==> src/rtl/spi_cfg_regbank.sv <==
// spi_cfg_regbank: SPI mode-0 slave configuration register bank, oversampled
// on the system clock. A frame is one command byte (R/W bit + address),
// followed by data words that auto-increment the address.
// Optional lock bit: define SPI_REGBANK_LOCK_EN. Bit 0 of the last register
// then blocks writes to every other register while it is set.
module spi_cfg_regbank #(
    parameter int                          NUM_REGS    = 4,
    parameter int                          DATA_W      = 32,
    parameter int                          ADDR_W      = 7,
    parameter logic [NUM_REGS-1:0]         RO_MASK     = '0,
    parameter logic [NUM_REGS*DATA_W-1:0]  RESET_VALUE = '0,
    parameter int                          SYNC_STAGES = 2
) (
    input  logic                          clock,
    input  logic                          reset,
    input  logic                          spi_sck,
    input  logic                          spi_cs_n,
    input  logic                          spi_mosi,
    output logic                          spi_miso,
    output logic                          spi_miso_oe,
    input  logic [NUM_REGS*DATA_W-1:0]    status_in,
    output logic [NUM_REGS*DATA_W-1:0]    regs_out,
    output logic [NUM_REGS-1:0]           wr_strobe,
    output logic                          err_addr
);

    localparam int CNT_MAX = (DATA_W > ADDR_W + 1) ? DATA_W : ADDR_W + 1;
    localparam int CNT_W   = $clog2(CNT_MAX + 1);

    typedef enum logic [1:0] {IDLE, CMD, DATA} state_t;

    state_t                           state, state_nx;
    logic [SYNC_STAGES:0]             sck_q;
    logic [SYNC_STAGES-1:0]           cs_q, mosi_q;
    logic                             sck_rise, sck_fall, cs_s, mosi_s, armed;
    logic [CNT_W-1:0]                 bit_cnt;
    logic [ADDR_W-1:0]                cmd_sr, addr, addr_inc, ld_addr;
    logic [ADDR_W:0]                  cmd_next;
    logic                             rw, cmd_done, word_done, rd_load, ld_oor;
    logic [DATA_W-1:0]                rx_sr, rx_next, tx_sr, rd_data;
    logic                             commit_vld, commit_oor, lock_blk;
    logic [ADDR_W-1:0]                commit_addr;
    logic [DATA_W-1:0]                commit_data;
    logic [NUM_REGS-1:0]              wr_hit;
    logic [NUM_REGS-1:0][DATA_W-1:0]  regs;

    // Synchronisers; SCK gets one extra stage so its edges can be detected.
    // CS_N resets low so a frame already in flight cannot be joined until
    // CS has actually been seen high (see armed).
    always_ff @(posedge clock or posedge reset) begin
        if (reset) begin
            sck_q  <= '0;
            cs_q   <= '0;
            mosi_q <= '0;
        end else begin
            sck_q  <= {sck_q[SYNC_STAGES-1:0], spi_sck};
            cs_q   <= {cs_q[SYNC_STAGES-2:0], spi_cs_n};
            mosi_q <= {mosi_q[SYNC_STAGES-2:0], spi_mosi};
        end
    end

    assign sck_rise = sck_q[SYNC_STAGES-1] & ~sck_q[SYNC_STAGES];
    assign sck_fall = ~sck_q[SYNC_STAGES-1] & sck_q[SYNC_STAGES];
    assign cs_s     = cs_q[SYNC_STAGES-1];
    assign mosi_s   = mosi_q[SYNC_STAGES-1];

    // Only start frames after CS has been seen deasserted since reset.
    always_ff @(posedge clock or posedge reset) begin
        if (reset)     armed <= 1'b0;
        else if (cs_s) armed <= 1'b1;
    end

    assign cmd_next  = {cmd_sr, mosi_s};
    assign rx_next   = {rx_sr[DATA_W-2:0], mosi_s};
    assign addr_inc  = addr + 1'b1;
    assign cmd_done  = (state == CMD) && sck_rise && !cs_s && (bit_cnt == CNT_W'(ADDR_W));
    // A word completing in the same cycle CS rises still commits.
    assign word_done = (state == DATA) && sck_rise && (bit_cnt == CNT_W'(DATA_W - 1));
    assign rd_load   = (cmd_done && cmd_next[ADDR_W]) || (word_done && rw);
    assign ld_addr   = cmd_done ? cmd_next[ADDR_W-1:0] : addr_inc;
    assign ld_oor    = {1'b0, ld_addr} >= (ADDR_W + 1)'(NUM_REGS);

    // Readback snapshot: status for read-only slots, register otherwise, 0 out of range.
    always_comb begin
        rd_data = '0;
        for (int i = 0; i < NUM_REGS; i++)
            if (ld_addr == ADDR_W'(i))
                rd_data = RO_MASK[i] ? status_in[i*DATA_W +: DATA_W] : regs[i];
    end

    // State register.
    always_ff @(posedge clock or posedge reset) begin
        if (reset) state <= IDLE;
        else       state <= state_nx;
    end

    // Next state; CS deassert wins from any state.
    always_comb begin
        state_nx = state;
        case (state)
            IDLE:    if (armed && !cs_s) state_nx = CMD;
            CMD:     if (cmd_done)       state_nx = DATA;
            default: state_nx = state;
        endcase
        if (cs_s) state_nx = IDLE;
    end

    // Shift/count datapath and the registered write request.
    always_ff @(posedge clock or posedge reset) begin
        if (reset) begin
            bit_cnt     <= '0;
            cmd_sr      <= '0;
            rx_sr       <= '0;
            tx_sr       <= '0;
            addr        <= '0;
            rw          <= 1'b0;
            spi_miso    <= 1'b0;
            spi_miso_oe <= 1'b0;
            commit_vld  <= 1'b0;
            commit_addr <= '0;
            commit_data <= '0;
        end else begin
            commit_vld <= word_done && !rw;
            if (word_done) begin
                commit_addr <= addr;
                commit_data <= rx_next;
            end
            if (state == CMD && sck_rise) begin
                cmd_sr  <= cmd_next[ADDR_W-1:0];
                bit_cnt <= cmd_done ? '0 : bit_cnt + 1'b1;
            end
            if (cmd_done) begin
                addr <= cmd_next[ADDR_W-1:0];
                rw   <= cmd_next[ADDR_W];
            end
            if (state == DATA && sck_rise) begin
                rx_sr   <= rx_next;
                bit_cnt <= word_done ? '0 : bit_cnt + 1'b1;
                if (word_done) addr <= addr_inc;
            end
            if (rd_load) begin
                tx_sr <= rd_data;
            end else if (state == DATA && rw && sck_fall && !cs_s) begin
                spi_miso    <= tx_sr[DATA_W-1];
                tx_sr       <= tx_sr << 1;
                spi_miso_oe <= 1'b1;
            end
            if (cs_s) begin
                bit_cnt     <= '0;
                spi_miso    <= 1'b0;
                spi_miso_oe <= 1'b0;
            end
        end
    end

    assign commit_oor = {1'b0, commit_addr} >= (ADDR_W + 1)'(NUM_REGS);
`ifdef SPI_REGBANK_LOCK_EN
    assign lock_blk = regs[NUM_REGS-1][0] && (commit_addr != ADDR_W'(NUM_REGS - 1));
`else
    assign lock_blk = 1'b0;
`endif

    // Per-register storage and write strobe.
    for (genvar gi = 0; gi < NUM_REGS; gi++) begin : g_reg
        assign wr_hit[gi] = commit_vld && !lock_blk && !RO_MASK[gi] &&
                            (commit_addr == ADDR_W'(gi));
        // Commit the word one cycle after word completion.
        always_ff @(posedge clock or posedge reset) begin
            if (reset) begin
                regs[gi]      <= RESET_VALUE[gi*DATA_W +: DATA_W];
                wr_strobe[gi] <= 1'b0;
            end else begin
                wr_strobe[gi] <= wr_hit[gi];
                if (wr_hit[gi]) regs[gi] <= commit_data;
            end
        end
    end

    assign regs_out = regs;

    // Sticky range error; setting has priority over the reg-0 clear.
    always_ff @(posedge clock or posedge reset) begin
        if (reset)
            err_addr <= 1'b0;
        else if ((rd_load && ld_oor) || (commit_vld && commit_oor && !lock_blk))
            err_addr <= 1'b1;
        else if (wr_hit[0])
            err_addr <= 1'b0;
    end

endmodule

==> config.mk <==
export PLATFORM = sky130hd
export DESIGN_NAME = spi_cfg_regbank
export DESIGN_NICKNAME = d
export VERILOG_FILES = /design/src/rtl/spi_cfg_regbank.sv
export SDC_FILE = /design/constraint.sdc
export NUM_CORES = 1
export LEC_CHECK = 0
export ABC_AREA = 1
export CORE_UTILIZATION = 45
export DETAILED_ROUTE_END_ITERATION = 6
export PLACE_DENSITY_LB_ADDON = 0.15
export SYNTH_ARGS = -nofsm -noshare
export SYNTH_HDL_FRONTEND = slang
export SYNTH_SLANG_ARGS = --single-unit
==> constraint.sdc <==
create_clock -name clock -period 8.6 [get_ports clock]
set_input_delay 1.72 -clock clock [delete_from_list [all_inputs] [get_ports clock]]
set_output_delay 1.72 -clock clock [all_outputs]
set_load 0.05 [all_outputs]
After elaboration in Yosys (flattened, before gate mapping)
Cells that the tools add are included.
{"block": "op_classes", "add_sub_neg": 2, "n_mul": 0, "div": 0, "magnitude_cmp": 2, "n_eq_ne": 13, "n_shift": 0, "mux": 27, "bitwise": 4, "reduce_logical": 32}
{"cell": "32-bit 2-to-1 mux", "count": 6}
{"cell": "6-bit 2-to-1 mux", "count": 5}
{"cell": "7-bit by 2-bit == test with 1-bit output (second input constant)", "count": 4}
{"cell": "7-bit 2-to-1 mux", "count": 4}
{"cell": "1-bit logical AND", "count": 18}
{"cell": "7-bit by 1-bit == test with 1-bit output (second input constant)", "count": 2}
{"cell": "7-bit by 3-bit >= comparator with 1-bit output (second input constant)", "count": 2}
{"cell": "7-bit zero test", "count": 2}
{"cell": "1-bit 2-to-1 mux", "count": 8}
{"cell": "7-bit by 1-bit adder with 7-bit output (second input constant)", "count": 1}
{"cell": "6-bit by 1-bit adder with 6-bit output (second input constant)", "count": 1}
{"cell": "6-bit by 3-bit == test with 1-bit output (second input constant)", "count": 1}
{"cell": "6-bit by 5-bit == test with 1-bit output (second input constant)", "count": 1}
{"cell": "2-bit 2-to-1 mux", "count": 3}
{"cell": "3-bit inequality test (second input constant)", "count": 2}
{"cell": "2-bit nonzero test", "count": 3}
{"cell": "3-bit nonzero test", "count": 2}
{"cell": "2-bit case mux with 2 select lines", "count": 1}
{"cell": "3-bit AND reduction", "count": 1}
{"cell": "1-bit bitwise AND", "count": 2}
{"cell": "2-bit by 1-bit == test with 1-bit output (second input constant)", "count": 1}
{"cell": "2-bit == test (second input constant)", "count": 1}
{"cell": "1-bit zero test", "count": 2}
{"cell": "2-bit zero test", "count": 1}
{"cell": "4 further kinds", "count": 6}
{"block": "totals", "ff_bits": 269, "latch_bits": 0, "ram_bits": 0, "romBits": 0, "output_inout_bits": 135, "memories": 0}

Logic depth before layout (Yosys ltp)
Gate-level depths: netlist (run 1).
{"block": "depth", "depth_word": 12, "ltp_mapped": 17, "depth_no_buf": 16}

Worst setup path after synthesis (run 1)
Ideal clock, no wire load.
{"block": "synth_timing", "path_type": "reg2out", "from": "register regs (netlist bit regs_out[10])", "to": "output port regs_out[10]", "arrival_time_ps": 628, "t_required_ps": 6880, "slack_ps": 6252, "stages_incl_launch_ff": 1, "cell_sequence": "dfrtp_1"}
{"item": "from (decl)", "line_no": "45", "rtl": "logic [NUM_REGS-1:0][DATA_W-1:0] regs;"}
{"item": "from (signal, indexed assignment)", "line_no": "170", "rtl": "regs[gi] <= RESET_VALUE[gi*DATA_W +: DATA_W];"}
{"item": "from (signal, indexed assignment)", "line_no": "174", "rtl": "if (wr_hit[gi]) regs[gi] <= commit_data;"}
{"item": "to (decl)", "line_no": "22", "rtl": "output logic [NUM_REGS*DATA_W-1:0] regs_out,"}
No word-level cell between the ends.

Worst setup path in the final report (run 1)
{"block": "layout_timing", "from": "register regs (netlist bit regs_out[126])", "to": "output port regs_out[126]"}
No word-level cell between the ends.

==> results.yml, run 1 <==
outcome:
  status: "finished, violations left"
  violations: "design-rule violations"
clocking:
  clk_path_buf_depth: 3
  path_clk_slew_ns: 0.06
  cts_sinks: 269
  cts.hold.buffers_added: 0
  cts_buffers: 30
  clk_latency_ns: 0.56
  clock-root-buffer: "clkbuf_16"
  cts_tree: "built"
  htreeDepth: 1
  postCtsSetupBuffers: 0
  cts_resized: 0
setup_path:
  cpMaxStageDelayCell: "clkdlybuf4s50_1"
  crit_buf_inv: 1
  required_ns: 6.88
  path_depth: 1
  reg2reg_depth: 8
  crit_path_end_kind: "primary output"
  start_kind: "flip-flop"
  reg2reg_from: "state[1]"
  crit_arrival_ns: 1.81
  max_stage_delay_ns: 0.87
  timing.rr.end: "bit_cnt[2]"
  path_delay_family: "buffers and inverters"
  crit_start: "regs_out[126]"
  rrSetupSlack_ns: 5.30
  endpoint: "regs_out[126]"
  critPathKind: "flip-flop to primary output"
  crit_chain: "clkdlybuf4s50_1"
  path_max_fanout: 3
drt:
  avgViaCountPerCell: 5.18
  vias: 9293
  wl_per_cell_um: 15.5
  ant_nets: 0
  finalWirelength_um: 27700
  dr.pass1.iters: 7
  drtIter0Drc: 710
  drc: 3
global_route:
  first_global_vias: 8680
  antenna_found_initial: 0
  grt_max_degree: 96
  grt_usage_pct: 21.5
  overflow: 0
  grt_pass1_wl_um: 45300
timing:
  tns_ns: 0
  slew_headroom_pct: 23.9
  rsz0062_at_grt: "false"
  holdWs_ns: 0.349
  worst_slack_ns: 5.07
  max_freq_ghz: 0.284
  tightestPinTransition_ns: 1.14
  setup_viol: 0
  final-hold-violation-count: 0
  fin_crit_sh_pct: 41.0
  slew_violations: 0
  finClkSkew_ns: 0.0315
  period_minus_slack_ns: 3.53
yosys:
  synth_cell_type_count: 42
  synthCells: 1336
  synth_area_um2: 11600
  syn_area_per_cell_um2: 8.69
  yosys_most_used_dff: "dfrtp_1"
  ys_seq_area_share_pct: 58.0
  synth-edff-count: 0
  syn_nets: 1471
  synth_warnings: 0
  async_reset_ff_share_pct: 100
  ys_ff_latch: 269
die:
  dieArea_um2: 26400
  num_io_pins: 268
  fp.dieH_um: 163
  core_area_um2: 25300
  num_rows: 58
  die-width_um: 163
  initial_core_util_pct: 46.0
cells_and_area:
  nFillCells: 2277
  multi_input_area_um2: 4220
  final_area_um2: 14200
  drive_gt1_share_pct: 8.54
  final_nets: 1577
  seq_area_um2: 6730
  syn_to_final_growth_pct: 22.0
  diodes: 0
placed_design:
  portBuffers: 139
  gp_congestion: 0.756
  placed_area_um2: 13200
  preCtsSetupSlack_ns: 4.77
  dpl.hpwl_um: 17000
power_and_ir_drop:
  power_frac_clock_pct: 47.4
  p_leak_uw: 0.00629
  pwr-share-seq_pct: 50.2
  p_total_uw: 2580
  powerDensity_nw_per_um2: 183
  p_sw_share_pct: 21.8
  combPwrFrac_pct: 2.4
  p_sw_uw: 562
  ir_worst_vdd_v: 0.000129
  power_report.internal_total_uw: 2020
hold_path:
  hold_class: "flip-flop to flip-flop"
  hold_depth: 0
run:
  max-cap-violations: 0
-- layout by cell type (no fill, tap or decap), types with 4 or more instances in the layout --
| cell type | Yosys | final |
|---|---|---|
| a31oi_1 | 4 | 4 |
| inv_1 | 81 | 79 |
| nand2_1 | 337 | 336 |
| clkinv_2 | 0 | 5 |
| clkbuf_8 | 0 | 10 |
| nor2_1 | 96 | 96 |
| o21ai_1 | 55 | 55 |
| dfrtp_1 | 269 | 269 |
| inv_2 | 5 | 6 |
| nand3_1 | 135 | 133 |
| clkbuf_1 | 52 | 5 |
| nor3_1 | 7 | 6 |
| nand2_2 | 35 | 36 |
| clkinvlp_4 | 0 | 4 |
| buf_4 | 4 | 14 |
| clkbuf_16 | 0 | 30 |
| nand4_1 | 5 | 5 |
| o21ai_0 | 180 | 180 |
| clkdlybuf4s50_1 | 0 | 139 |
| a21oi_1 | 17 | 17 |
-- metrics by stage --
stage	utilization, %	instances
global route	56.1	1794
finish	56.1	1794
floorplan	-	1336
CTS	56.1	1794
detailed placement	52.2	1740
global placement	52.2	1740
-- layer usage --
| metal | vias to the layer above | GRT usage [%] | wire length, um | share of wire (%) |
|---|---|---|---|---|
| li1 | 4558 | - | - | - |
| met1 | 4457 | 30.0 | 12800 | 46 |
| met2 | 243 | 35.6 | 13000 | 47 |
| met3 | 35 | 2.83 | 1490 | 5.4 |
| met4 | 0 | 5.48 | 473 | 1.7 |
| met5 | - | 0 | 0 | 0 |
-- power by group through the flow --
stage | clock network, uW | registers, uW | logic, uW
after floorplan | 0 | 1320 | 47.9
after detailed placement | 0 | 1320 | 64.5
after global placement | 0 | 1320 | 63.4
final | 1230 | 1300 | 62.1
after global routing | 1310 | 1300 | 73.2
after CTS | 1250 | 1300 | 64.5
-- cell families after synthesis --
group,after synthesis,synth area share (%)
and+or+nand+nor,628,23.5
adders and majority gates,2,0.216
buffers and inverters,166,6.10
DFF,269,58.0
muxes,3,0.280
AOI/OAI and AO/OA,266,11.8
xor gates and xnor gates,2,0.151
-- cells in the mapped netlist (2+ instances only) --
cell / n / area, um^2
inv_2: 5 / 18.8
nand4_1: 5 / 31.3
nor3_1: 7 / 35.0
inv_1: 81 / 304
buf_2: 17 / 85.1
nand3_1: 135 / 676
buf_6: 2 / 22.5
a21oi_2: 2 / 17.5
buf_4: 4 / 30.0
clkbuf_1: 52 / 195
a31oi_1: 4 / 25.0
a21oi_1: 17 / 85.1
nand2_2: 35 / 219
nand3b_1: 2 / 15.0
o21ai_0: 180 / 901
nand2_1: 337 / 1260
buf_8: 3 / 45.0
ha_1: 2 / 25.0
mux2_2: 2 / 22.5
nor3_2: 2 / 20.0
nor2_1: 96 / 360
dfrtp_1: 269 / 6730
nor2_4: 2 / 22.5
o21ai_1: 55 / 275
o211ai_1: 2 / 15.0
nor2_2: 2 / 12.5
-- flip-flops by register name, indices dropped and copies added, names as in the netlist, 3 cells and up --
register	count
wr_strobe	4
tx_sr	32
bit_cnt	6
commit_addr	7
cmd_sr	7
regs_out	128
commit_data	32
sck_q	3
addr	7
rx_sr	31
-- cell type report --
class | count | area share [%]
Tap cell | 330 | 2.92
Sequential cell | 269 | 47.5
Clock buffer | 45 | 6.41
Multi-Input combinational cell | 901 | 29.8
Timing Repair Buffer | 153 | 10.6
Inverter | 87 | 2.33
Clock inverter | 9 | 0.451
-- how the worst min path moves through the flow --
| stage | start | end | slack (ns) |
|---|---|---|---|
| 2_1_floorplan | cs_q[0] | cs_q[1] | 0.33 |
| 3_3_place_gp | sck_q[0] | sck_q[1] | 0.33 |
| 3_5_place_dp | mosi_q[0] | mosi_q[1] | 0.34 |
| 4_1_cts | mosi_q[0] | mosi_q[1] | 0.35 |
| 5_1_grt | cs_q[0] | cs_q[1] | 0.36 |
| 6_report | mosi_q[0] | mosi_q[1] | 0.35 |
(Power assumes the default switching activity.)
==> run 2: changes to the inputs <==
--- a/config.mk
+++ b/config.mk
@@ -6,7 +6,7 @@
 export NUM_CORES = 1
 export LEC_CHECK = 0
 export ABC_AREA = 1
-export CORE_UTILIZATION = 45
+export CORE_UTILIZATION = 50
 export DETAILED_ROUTE_END_ITERATION = 6
 export PLACE_DENSITY_LB_ADDON = 0.15
 export SYNTH_ARGS = -nofsm -noshare
==> constraint.sdc (replaced) <==
create_clock -name clock -period 3.7 [get_ports clock]
set_input_delay 0.74 -clock clock [delete_from_list [all_inputs] [get_ports clock]]
set_output_delay 0.74 -clock clock [all_outputs]
set_load 0.05 [all_outputs]
==> results.yml, run 2 (synthesis results as in run 1) <==
power_and_ir_drop:
  power_report.internal_total_uw: 4730
  combPwrFrac_pct: 2.7
  pwr-share-seq_pct: 50.2
  ir_worst_vdd_v: 0.000295
  p_leak_uw: 0.00635
  powerDensity_nw_per_um2: 423
  p_sw_uw: 1270
  power_frac_clock_pct: 47.1
  p_sw_share_pct: 21.2
global_route:
  antenna_found_initial: 1
  grt_pass1_wl_um: 46500
  grt-busiest-layer: "met2"
  grt_max_degree: 96
  first_global_vias: 8922
  overflow: 0
  gr-usage-met1_pct: 33.9
  met3_usage_pct: 3.47
  grt_usage_pct: 24.3
  met2_usage_pct: 40.2
setup_path:
  required_ns: 4.18
  critPathKind: "flip-flop to flip-flop"
  start_kind: "flip-flop"
  cpMaxStageDelayCell: "buf_4"
  rrSetupSlack_ns: 0.81
  crit_path_end_kind: "flip-flop"
  crit_start: "addr[0]"
  max_stage_delay_ns: 0.74
  path_delay_family: "simple AND/OR/NAND/NOR gates"
  timing.rr.end: "tx_sr[30]"
  crit_top_cell: "nand3_1"
  crit_buf_inv: 1
  crit_arrival_ns: 3.37
  reg2reg_from: "addr[0]"
  reg2reg_depth: 12
  path_max_fanout: 95
  crit_chain: "ha_1 -> nand2_1 -> nor2_1 -> nand3_1 -> nand2_1 -> nand3_1 -> a21oi_4 -> buf_4 -> nand3_1 -> nand3_1 -> o21ai_1 -> nand2_1"
cells_and_area:
  drive_gt1_share_pct: 8.71
  largest_register_ffs: 128
  mostFrequentLayoutCells: "nand2_1, dfrtp_1, o21ai_0"
  seq_area_um2: 6730
  fin_cells: 1755
  mostFrequentLayoutCell: "nand2_1"
  final_area_um2: 14200
  final_nets: 1584
  syn_to_final_growth_pct: 22.3
  nFillCells: 1957
  multi_input_area_um2: 4220
drt:
  vias: 9405
  finalWirelength_um: 28100
  wl_per_cell_um: 16.0
  dr.pass1.iters: 5
  avgViaCountPerCell: 5.36
  ant_nets: 0
  drc: 0
  drtIter0Drc: 555
placed_design:
  portBuffers: 139
  dpl.hpwl_um: 17400
  placed_area_um2: 13300
  placed_cells: 1704
  preCtsSetupSlack_ns: 0.877
  gp_congestion: 0.779
timing:
  finClkSkew_ns: 0.0185
  slew_headroom_pct: 23.4
  rsz0062_at_grt: "false"
  final-hold-violation-count: 0
  setup_viol: 0
  period_minus_slack_ns: 2.89
  slew_violations: 0
  holdWs_ns: 0.347
  fin_crit_sh_pct: 78.0
  worst_slack_ns: 0.812
  tightestPinTransition_ns: 1.15
  max_freq_ghz: 0.346
clocking:
  cts_tree: "built"
  clk_latency_ns: 0.54
  cts_sinks: 269
  clock-root-buffer: "clkbuf_16"
  cts_buffers: 28
  clk_path_buf_depth: 3
  path_clk_slew_ns: 0.06
  htreeDepth: 1
  postCtsSetupBuffers: 0
  cts.hold.buffers_added: 0
  cts_resized: 0
die:
  num_io_pins: 268
  core_area_um2: 22700
  dieArea_um2: 23800
  num_rows: 55
  die-width_um: 154
  fp.dieH_um: 154
  initial_core_util_pct: 51.1
hold_path:
  hold_depth: 0
  hold_class: "flip-flop to flip-flop"
  worstHoldStart: "mosi_q[0]"
  hold_end: "mosi_q[1]"
outcome:
  status: "completed"
run:
  max-cap-violations: 0
-- run 2: layout make-up --
type | instances | area share (%)
antenna | 1 | 0.0176
inverter | 87 | 2.33
clock inverter | 7 | 0.599
tap | 285 | 2.51
clock buffer | 43 | 5.98
multi-input combinational | 901 | 29.7
timing repair buffer | 162 | 11.5
sequential | 269 | 47.4
-- run 2: power groups by stage --
stage / sequential (uW) / clock [uW] / combinational, uW
detailed placement: 3070 / 0 / 164
global placement: 3060 / 0 / 160
CTS: 3010 / 2880 / 166
finish: 3010 / 2830 / 161
floorplan: 3060 / 0 / 111
global route: 3020 / 3000 / 186
-- run 2: worst register-to-register path: cells and delay by family (launching register included) --
kind,cells,cell delay [ns]
AND/OR/NAND/NOR,8,1.14
buffers and inverters,1,0.74
adder cells (fa/ha/maj),1,0.28
AO/OA/AOI/OAI,2,0.24
flip-flops,1,0.44
-- run 2: worst max path at each step --
stage	endpoint	slack (ns)	cells after the start
2_1_floorplan	addr[0]	-0.59	1
6_report	tx_sr[30]	0.81	12
3_3_place_gp	tx_sr[30]	0.88	14
3_5_place_dp	tx_sr[1]	0.88	14
4_1_cts	tx_sr[1]	0.85	14
5_1_grt	tx_sr[1]	0.55	14
-- run 2: layer usage --
metal  vias to the layer above  share of wire [%]  wire, um
li1                       4579                  -         -
met1                      4545                 46     13000
met5                         -                  0         0
met3                        44                4.7      1320
met2                       237                 47     13200
met4                         0                2.0       569
-- run 2: stage by stage --
stage          setup TNS [ns]  util [%]  total power [uW]
2_1_floorplan         -159.64         -              3170
3_3_place_gp                0      58.4              3220
3_5_place_dp                0      58.4              3230
4_1_cts                     0      62.5              6060
5_1_grt                     0      62.5              6210
6_report                    0      62.5              6000
==> run 3: changes to the inputs <==
--- a/config.mk
+++ b/config.mk
@@ -6,7 +6,7 @@
 export NUM_CORES = 1
 export LEC_CHECK = 0
 export ABC_AREA = 1
-export CORE_UTILIZATION = 50
+export CORE_UTILIZATION = 45
 export DETAILED_ROUTE_END_ITERATION = 6
 export PLACE_DENSITY_LB_ADDON = 0.15
 export SYNTH_ARGS = -nofsm -noshare
==> constraint.sdc (replaced) <==
create_clock -name clock -period 2.4 [get_ports clock]
set_input_delay 0.48 -clock clock [delete_from_list [all_inputs] [get_ports clock]]
set_output_delay 0.48 -clock clock [all_outputs]
set_load 0.05 [all_outputs]
==> results.yml, run 3 (synthesis results as in run 1) <==
die:
  core_area_um2: 25300
  num_io_pins: 268
  initial_core_util_pct: 46.0
  num_rows: 58
  fp.dieH_um: 163
  dieArea_um2: 26400
  die-width_um: 163
placed_design:
  preCtsSetupSlack_ns: -0.112
  dpl.hpwl_um: 18200
  portBuffers: 139
  placed_cells: 1784
  gp_congestion: 0.786
setup_path:
  crit_chain: "clkdlybuf4s50_1"
  critPathKind: "flip-flop to primary output"
  path_delay_family: "buffers and inverters"
  reg2reg_depth: 16
  path_max_fanout: 3
  max_stage_delay_ns: 0.84
  crit_path_end_kind: "primary output"
  crit_arrival_ns: 1.81
  required_ns: 1.92
  cpMaxStageDelayCell: "clkdlybuf4s50_1"
  timing.rr.end: "tx_sr[22]"
  start_kind: "flip-flop"
  crit_buf_inv: 1
  rrSetupSlack_ns: 0.17
  reg2reg_from: "bit_cnt[0]"
hold_path:
  hold_class: "primary input to asynchronous set/reset pin"
drt:
  dr.pass1.iters: 5
  drtIter0Drc: 800
  finalWirelength_um: 29500
  drc: 0
  ant_nets: 0
  vias: 9645
  avgViaCountPerCell: 5.22
  wl_per_cell_um: 16.0
clocking:
  clock-root-buffer: "clkbuf_16"
  cts_tree: "built"
  htreeDepth: 1
  cts.hold.buffers_added: 0
  cts_sinks: 269
  clk_latency_ns: 0.55
  clk_path_buf_depth: 3
  path_clk_slew_ns: 0.06
  cts_buffers: 30
cells_and_area:
  mostFrequentLayoutCell: "nand2_1"
  drive_gt1_share_pct: 12.2
  multi_input_area_um2: 4280
  nFillCells: 2231
  final_nets: 1632
  fin_cells: 1847
  largest_register_ffs: 128
  mostFrequentLayoutCells: "nand2_1, dfrtp_1, o21ai_0"
  post-route-util_pct: 59.0
  seq_area_um2: 6730
  diodes: 0
  syn_to_final_growth_pct: 28.4
timing:
  max_freq_ghz: 0.436
  rsz0062_at_grt: "false"
  holdWs_ns: 0.339
  tns_ns: 0
  fin_crit_sh_pct: 95.5
  finClkSkew_ns: 0.0106
  slew_headroom_pct: 53.6
  tightestPinTransition_ns: 0.696
  period_minus_slack_ns: 2.29
  worst_slack_ns: 0.108
  slew_violations: 0
  final-hold-violation-count: 0
  setup_viol: 0
global_route:
  grt_usage_pct: 22.5
  overflow: 0
  first_global_vias: 9057
  grt_max_degree: 90
  antenna_found_initial: 1
  grt_pass1_wl_um: 47400
run:
  max-cap-violations: 0
power_and_ir_drop:
  ir_worst_vdd_v: 0.000449
  p_leak_uw: 0.00667
  powerDensity_nw_per_um2: 626
outcome:
  status: "completed"
==> run 3: cell count changes in the layout (fill, tap and decap cells not counted), moves of 2 or more <==
cell / before / now
o21ai_1: 55 / 51
nand2_1: 336 / 334
nand3_2: 2 / 5
clkbuf_1: 7 / 9
clkbuf_16: 29 / 34
buf_4: 18 / 41
o21ai_2: 1 / 5
nand3_1: 133 / 130
buf_6: 0 / 3
buf_8: 0 / 2
buf_12: 5 / 18
==> run 3: worst min-delay path: cells and delay by family <==
family,cells,cell delay [ns]
buf+inv,3,0.74
==> run 3: how the worst max path moves through the flow <==
stage,startpoint,endpoint,cells past startpoint
detailed placement,bit_cnt[1],tx_sr[5],12
global route,bit_cnt[0],bit_cnt[2],10
global placement,bit_cnt[1],tx_sr[2],12
CTS,bit_cnt[1],tx_sr[31],15
finish,regs_out[33],regs_out[33],1
floorplan,reset,addr[0],1
==> run 3: repair_timing <==
item	in CTS	in global routing
resized for setup	4	23
endpoints found under the setup margin	18	47
pin swaps	0	15
setup buffers	0	7
gates cloned	1	3
==> run 3: final cells by class <==
cell class,count,share of cell area (%)
sequential,269,45.2
multi-input combinational,902,28.7
timing repair buffer,207,14.8
clock buffer,45,5.89
tap,330,2.77
inverter,87,2.22
clock inverter,7,0.403
==> run 3: metal layers <==
layer / wire [um] / vias up / track usage (%)
met5: 0 / - / 0
met4: 639 / 0 / 6.84
met3: 1810 / 50 / 2.98
met2: 13500 / 289 / 36.4
met1: 13500 / 4634 / 31.6
li1: - / 4672 / -
==> run 3: stage by stage <==
step                power [uW]  instance area, um^2
floorplan                 4890                11600
global placement          5000                13700
detailed placement        5010                13700
CTS                       9380                14700
global route              9650                14900
finish                    9320                14900
==> run 3: power breakdown <==
group,internal (uW),switching [uW]
Sequential,4600,46.2
Combinational,103,193
Clock,2600,1780
Total,7300,2020
==> variant (config.mk and constraints of run 2) <==
Compare `bit_cnt` against `CNT_W'(DATA_W - 1)` with >= in place of ==.
--- a/src/rtl/spi_cfg_regbank.sv
+++ b/src/rtl/spi_cfg_regbank.sv
@@ -75,7 +75,7 @@
     assign addr_inc  = addr + 1'b1;
     assign cmd_done  = (state == CMD) && sck_rise && !cs_s && (bit_cnt == CNT_W'(ADDR_W));
     // A word completing in the same cycle CS rises still commits.
-    assign word_done = (state == DATA) && sck_rise && (bit_cnt == CNT_W'(DATA_W - 1));
+    assign word_done = (state == DATA) && sck_rise && (bit_cnt >= CNT_W'(DATA_W - 1));
     assign rd_load   = (cmd_done && cmd_next[ADDR_W]) || (word_done && rw);
     assign ld_addr   = cmd_done ? cmd_next[ADDR_W-1:0] : addr_inc;
     assign ld_oor    = {1'b0, ld_addr} >= (ADDR_W + 1)'(NUM_REGS);
Check against the original RTL: no difference found for any inputs over 10 cycles, from zero or initial values and one cycle with reset high; that may be too few to reach the edited logic, so the function may still have changed.
==> variant against run 2 <==
Power grew 2.2%. Sequential cell count is the same. Wire length grew 0.61%. Sequential share of layout area grew 0.50 points. Setup slack lost 0.15 ns. First-iteration DRC count grew 36%. Area after synthesis shrank 0.29%. Final area shrank 1.0%. Critical path type unchanged. Critical endpoint is now tx_sr[14]. Largest cell class unchanged.
==> variant: results (changes against run 2) <==
stage,metric,value,unit,change
sta,Final Skew,0.0139,ns,-0.00466 ns
cells_and_area,Antenna Cells,0,,-1
clock_network,CTS Buf Count,29,,+3.6%
drt,Via density,5.39,,+0.64%
critical_path,R2R Path Start,bit_cnt[0],,
synth,mux share of post-synthesis cell area,0.000865,,-0.00194
status,status,"complete, no violations",,
pwr,leakage,6.29,nW,-0.84%
pwr,Worst IR Drop VDD,0.335,mV,+13%
critical_path,CP max-delay cell,a21oi_4,,
critical_path,peak fanout along the critical path,33,,-65%
drt,DRT iter0 DRCs,754,,+36%
synth,top post-synthesis cells by count,"nand2_1 (369), dfrtp_1 (269), o21ai_0 (180), nand3_1 (165), inv_1 (75)",,
critical_path,"Largest delay share family, worst path",compound AO/OA/AOI/OAI gates,,
clock_network,CTS Hold Bufs,0,,unchanged
critical_path,Worst R2R Path Depth,11,,-1
synth,Synth area leaders,"dfrtp_1 (58%), nand2_1 (12%), o21ai_0 (7.8%)",,
synth,"Avg Cell Area, Syn",8.76,µm²,+0.84%
sta,final worst setup slack,0.664,ns,-0.148 ns
drt,final wirelength,28.3,mm,+0.61%
drt,drt wl/cell,16.3,µm,+1.8%
synth,"Seq/Total Area, Yosys",0.582,,+0.00169
synth,Yosys cell types,40,,-4.8%
global_route,vias in the first global route,8991,,+0.77%
critical_path,Worst EP arrival,3.45,ns,+0.08 ns
synth,Synth Area in XOR/XNOR,0.00227,,+0.000761
worst_hold_path,Hold EP,cs_q[1],,
synth,YS warnings,0,,unchanged
sta,Fin Hold WS,0.348,ns,+0.00129 ns
placed_design,Routability Congestion,0.788,,+1.1%
global_route,initial antenna violation count,0,,-1
placed_design,Setup WS pre-CTS,0.702,ns,-0.174 ns
global_route,first-pass GRT wire length,47.0,mm,+1.2%
synth,Compound-Gate Fraction of Synth Area,0.122,,+0.00467
placed_design,Inst Count DP,1681,,-1.3%
cells_and_area,fin nets,1562,,-1.4%
placed_design,HPWL Detailed,17.1,mm,-1.5%
synth,Adder-Cell Fraction of Synth Area,0.00216,,+0.00000630
global_route,Tot GR Track Use,0.245,,+0.00198
placed_design,port buffer count,139,,unchanged
critical_path,critical register-to-register path endpoint,tx_sr[14],,
global_route,largest net degree at the start of global routing,89,,-7.3%
cells_and_area,layout cells sized above 1,0.0655,,-0.0216
sta,Fin. Hold Viols,0,,unchanged
variant: cell count changes after synthesis, moves of 4 or more:
| cell | change |
|---|---|
| a21oi_1 | -15 |
| buf_6 | +4 |
| clkbuf_1 | -4 |
| inv_1 | -6 |
| nand2_1 | +32 |
| nand2_2 | -30 |
| nand3_1 | +30 |
| nor2_1 | -46 |
| o21ai_1 | +18 |
variant: final cells by class:
type	count	area, µm²
Clock inverter	10	82.6
Sequential cell	269	6730
Fill cell	1975	8590
Timing Repair Buffer	153	1560
Inverter	83	320
Tap cell	285	357
Multi-Input combinational cell	891	4150
Clock buffer	44	852
variant: where the power goes:
part	switching [W]	leakage [nW]	internal (W)
combinational	0.000185	2.10	0.0000683
clock	0.00116	0.468	0.00166
sequential	0.0000561	3.73	0.00301
total	0.00140	6.29	0.00474
variant: layer usage:
layer  global-route usage  vias up  routed length, µm
met1                0.361     4496              13100
met5                    0        -                  0
li1                     -     4553                  -
met2                0.382      279              13000
met3               0.0333       29               1720
met4               0.0671        0                410
